===== src/rtl/stall_pkg.sv =====
// Shared types and constants for the stall/latency counter.
// FSM state encoding and completion-mode codes.
package stall_pkg;

  typedef enum logic [1:0] {
    IDLE  = 2'd0,
    COUNT = 2'd1,
    DONE  = 2'd2
  } state_e;

  localparam logic [1:0] MODE_HOLD   = 2'd0;
  localparam logic [1:0] MODE_PULSE  = 2'd1;
  localparam logic [1:0] MODE_RELOAD = 2'd2;

endpackage


===== src/rtl/stall_count_ctrl.sv =====
// Programmable multi-cycle stall counter with hold, pulse and auto-reload completion.
// Raises busy while counting and change when the programmed latency has elapsed.
module stall_count_ctrl
  import stall_pkg::*;
#(
  parameter int unsigned WIDTH   = 4,
  parameter int unsigned RST_LAT = 1
) (
  input  logic             clk,
  input  logic             rst,
  input  logic             go,
  input  logic [WIDTH-1:0] lat,
  input  logic [1:0]       mode,
  output logic             change,
  output logic             busy,
  output logic [WIDTH-1:0] remaining
);

  localparam logic [WIDTH-1:0] RstCount = WIDTH'(RST_LAT);
  localparam logic [WIDTH-1:0] One      = WIDTH'(1);

  state_e           state_q, state_d;
  logic [WIDTH-1:0] count_q, count_d;
  logic [1:0]       mode_q, mode_d;
  logic [WIDTH-1:0] lat_eff;

  // Zero latency is clamped so the minimum stall is one cycle.
  assign lat_eff = (lat == '0) ? One : lat;

  always_comb begin
    state_d = state_q;
    count_d = count_q;
    mode_d  = mode_q;
    case (state_q)
      IDLE: begin
        count_d = lat_eff;
        if (go) begin
          count_d = lat_eff - One;
          mode_d  = mode;
          state_d = COUNT;
        end
      end
      COUNT: begin
        // Dropping go aborts or acknowledges, ahead of every other rule.
        if (!go) begin
          state_d = IDLE;
          count_d = lat_eff;
        end else if (count_q != '0) begin
          count_d = count_q - One;
        end else begin
          case (mode_q)
            MODE_PULSE:  state_d = DONE;
            MODE_RELOAD: count_d = lat_eff - One;
            default:     state_d = COUNT;
          endcase
        end
      end
      DONE: begin
        if (!go) begin
          state_d = IDLE;
          count_d = lat_eff;
        end
      end
      default: begin
        state_d = IDLE;
        count_d = lat_eff;
      end
    endcase
  end

  always_ff @(posedge clk) begin
    if (rst) begin
      state_q <= IDLE;
      count_q <= RstCount;
      mode_q  <= MODE_HOLD;
    end else begin
      state_q <= state_d;
      count_q <= count_d;
      mode_q  <= mode_d;
    end
  end

  assign change    = (state_q == COUNT) && (count_q == '0);
  assign busy      = (state_q == COUNT) && (count_q != '0);
  assign remaining = count_q;

endmodule

===== config.mk =====
export PLATFORM = sky130hd
export DESIGN_NAME = stall_count_ctrl
export DESIGN_NICKNAME = d
export VERILOG_FILES = /design/src/rtl/stall_pkg.sv /design/src/rtl/stall_count_ctrl.sv
export SDC_FILE = /design/constraint.sdc
export NUM_CORES = 1
export LEC_CHECK = 0
export ABC_CLOCK_PERIOD_IN_PS = 3620
export CAP_MARGIN = 20
export CORE_AREA = 2 2 39 41
export CTS_BUF_LIST = sky130_fd_sc_hd__clkbuf_16
export DETAILED_ROUTE_END_ITERATION = 16
export DIE_AREA = 0 0 41 43
export PLACE_DENSITY = 0.8
export SLEW_MARGIN = 20
export SYNTH_ARGS = -nofsm -noshare
export SYNTH_HDL_FRONTEND = slang
export SYNTH_SLANG_ARGS = --single-unit

===== constraint.sdc =====
create_clock -name clk -period 3.62 [get_ports clk]
set_input_delay 0.362 -clock clk [delete_from_list [all_inputs] [get_ports clk]]
set_output_delay 0.362 -clock clk [all_outputs]
set_load 0.01 [all_outputs]

==> impl_metrics.yaml <==
critical_path:
  crit_path_largest_cell_delay_ns: 0.54
  reg2regPathDepth: 7
  ff2ff_setup_slack_ns: 1.60
  worstReg2RegEnd: "remaining[2]$_SDFFE_PP0P_"
  r2r-start: "remaining[0]$_SDFFE_PP1P_"
  required_ns: 3.26
  cp_cell_sequence: "inv_1 -> ha_1 -> nor2b_2 -> nand2b_1 -> nor2_1 -> clkdlybuf4s50_1"
  start_kind: "flip-flop"
  critPathArrivalTime_ns: 1.91
  setup.worst_path.end: "change"
  setup_crit_path_kind: "flip-flop to output pin"
  endpoint_kind: "output pin"
  worst_path_max_delay_cell: "sky130_fd_sc_hd__clkdlybuf4s50_1"
  worstPathMaxFanout: 5
  crit_start: "remaining[0]$_SDFFE_PP1P_"
grt:
  first_global_vias: 577
  grt_start_max_net_pins: 14
  initial_antenna_violation_count: 0
  grt_usage_pct: 21.5
  total_overflow_reported_by_the_global_router: 0
  grt_first_pass_wirelength_mm: 2.55
clocking:
  tritoncts_clock_tree: "done"
  clk_transition_reported_paths_ns: 0.04
  worst_skew_pair.late_latency_ns: 0.23
  postCtsResizedCells: 0
  numCtsBuffers: 3
  htreeDepth: 1
  holdBufCountCts: 0
  cts.repair_timing.setup_buffer_count: 0
  clock-root-buffer: "sky130_fd_sc_hd__clkbuf_16"
  clock_sinks: 8
  cts_buffer_depth: 2
die:
  pin_count: 15
  die_x_um: 41
  design.core.area_sq_mm: 0.00138
  die-area_sq_mm: 0.00176
  die-height_um: 43
  placementRows: 14
  floorplan.initialDensity_pct: 48.3
run_status:
  status: "finished clean"
power_and_ir_drop:
  sw_frac_of_total_pct: 23.3
  total_switching_power_mw: 0.0824
  power_density_cells_mw_per_mm2: 410
  combPwrFrac_pct: 19.0
  power_report.internal_total_mw: 0.272
  clock_power_share_pct: 51.7
  cellLeakagePower_nw: 0.334
  ir_drop_v: 0.000207
  power_mw: 0.354
  share_of_power_burned_in_registers_pct: 29.3
sta:
  hold_viol: 0
  timing.clock.skew_ns: 0.00495
  final.setup.tns_ns: 0
  post_layout_min_period_ns: 2.27
  final_max_slew_viol_count: 0
  grt_setup_unrepaired: "false"
  slew-limit-headroom_pct: 70.2
  timing.hold.ws_ns: 0.492
  max_freq_ghz: 0.441
  report.final.setup_viol: 0
  tightest_pin_transition_ns: 0.447
  fin_crit_share_pct: 62.7
  finalWorstSetupSlack_ns: 1.35
yosys:
  largest_family_of_logic_cells_by_synthesized_area: "simple AND/OR/NAND/NOR gates"
  synth_area_sq_um: 668
  syn_inst: 86
  async_reset_ff_share_pct: 0
  most_used_flip_flop_cell_after_synthesis: "sky130_fd_sc_hd__dfxtp_1"
  synth.yosys.seq_area_share_pct: 24.0
  yosys-mux-area-fraction_pct: 1.69
  synth_edf_count: 0
  post_synthesis_net_count: 97
  xor_xnor_share_of_the_synthesized_area_pct: 1.31
  synth.avg_cell_area_sq_um: 7.77
  synth-adder-area-share_pct: 3.75
  synth-simple-area-share_pct: 38.0
  synth_compound_gate_area_share_pct: 23.6
  yosys_register_bits: 8
  synthDistinctLibCells: 38
  ys.warnings.count: 0
drt:
  wl_met3_um: 97
  detail_route.vias_per_cell: 5.90
  drt-met1-wl_um: 681
  drc: 0
  avgRoutedWirePerCell_um: 13.6
  highest-signal-layer: "met3"
  routed-via-count: 679
  drtPass1Iterations: 4
  postRouteWirelength_mm: 1.56
  met2RoutedLength_um: 784
  detail_route.iter0.violations: 23
  drt.antenna.violating_nets: 0
layout:
  final_net_count: 112
  syn2layout_area_growth_pct: 29.2
  fraction_of_layout_cells_with_a_size_suffix_above_1_pct: 12.1
  filler_cell_count: 139
  final-seq-area_sq_um: 160
  mostFrequentLayoutCells: "14 x sky130_fd_sc_hd__clkdlybuf4s50_1, 10 x sky130_fd_sc_hd__nor2_1, 10 x sky130_fd_sc_hd__nand2_1"
  antenna-diode-count: 0
  instances_no_fill: 115
  multiInputGateArea_sq_um: 457
  most_common_library_cell_in_the_layout_ignoring_fill_and_taps: "sky130_fd_sc_hd__clkdlybuf4s50_1"
job:
  maxCapViolCount: 0
place:
  placed_cells_incl_taps: 112
  place_ws_ns: 1.20
  place_congestion: 0.855
  half_perimeter_wire_length_after_placement_mm: 1.11
  io_buffers: 14
min_path:
  hold_path.class: "flip-flop to flip-flop"
## final cells by class
| class | count | area share (%) |
|---|---|---|
| Sequential cell | 8 | 18.6 |
| Timing Repair Buffer | 14 | 16.2 |
| Inverter | 3 | 1.30 |
| Multi-Input combinational cell | 71 | 52.9 |
| Tap cell | 16 | 2.32 |
| Clock buffer | 3 | 8.70 |
## logic make-up after synthesis
logic type,Yosys count
adder cells (fa/ha/maj),2
AND/OR/NAND/NOR,45
multiplexers,1
flip-flops,8
AO/OA/AOI/OAI,22
buffers and inverters,7
XOR/XNOR,1
## critical path: cells and delay by family, from the launching register on
family        cells  cell delay, ns
buf+inv           2            0.65
simple gates      3            0.50
flops             1            0.34
fa+ha+maj         1            0.18
## per-layer routing
metal,track usage [%],up-vias
met2,31.3,34
met1,29.4,307
li1,-,338
met4,7.33,0
met5,0,-
met3,6.28,0
## cells in the mapped netlist, types with 2 or more instances
master / instances / share of area (%)
sky130_fd_sc_hd__nand2_1: 10 / 5.6
sky130_fd_sc_hd__nor2_1: 10 / 5.6
sky130_fd_sc_hd__dfxtp_1: 8 / 24
sky130_fd_sc_hd__a21oi_1: 6 / 4.5
sky130_fd_sc_hd__nor3_1: 6 / 4.5
sky130_fd_sc_hd__nand2b_1: 4 / 3.7
sky130_fd_sc_hd__o21ai_0: 4 / 3.0
sky130_fd_sc_hd__inv_1: 3 / 1.7
sky130_fd_sc_hd__nand3_1: 3 / 2.2
sky130_fd_sc_hd__a31oi_1: 2 / 1.9
sky130_fd_sc_hd__ha_1: 2 / 3.7
sky130_fd_sc_hd__o41ai_1: 2 / 2.6
## worst min-delay path by stage
stage,from,endpoint,depth (start not counted)
3_3_place_gp,mode_q[0]$_SDFFE_PP0P_,mode_q[0]$_SDFFE_PP0P_,2
3_5_place_dp,mode_q[1]$_SDFFE_PP0P_,mode_q[1]$_SDFFE_PP0P_,2
5_1_grt,mode_q[0]$_SDFFE_PP0P_,mode_q[0]$_SDFFE_PP0P_,2
6_report,mode_q[1]$_SDFFE_PP0P_,mode_q[1]$_SDFFE_PP0P_,2
4_1_cts,mode_q[1]$_SDFFE_PP0P_,mode_q[1]$_SDFFE_PP0P_,2
2_1_floorplan,mode_q[0]$_SDFFE_PP0P_,mode_q[0]$_SDFFE_PP0P_,2
## flip-flops by register name, summed over array words and instances, names as in the netlist
| signal | flops |
|---|---|
| mode_q | 2 |
| state_q | 2 |
| remaining | 4 |
## stage by stage
step	area [sq um]	utilization, %
floorplan	668	-
global placement	788	57.0
detailed placement	788	57.0
CTS	863	62.4
global route	863	62.4
finish	863	62.4
## power by group through the flow
stage	clock, mW	combinational (mW)	sequential (mW)
2_1_floorplan	0	0.0421	0.104
3_3_place_gp	0	0.0641	0.104
3_5_place_dp	0	0.0659	0.105
4_1_cts	0.186	0.0666	0.104
5_1_grt	0.193	0.0745	0.104
6_report	0.183	0.0671	0.104
No activity file was read; power rests on OpenSTA's default activity.
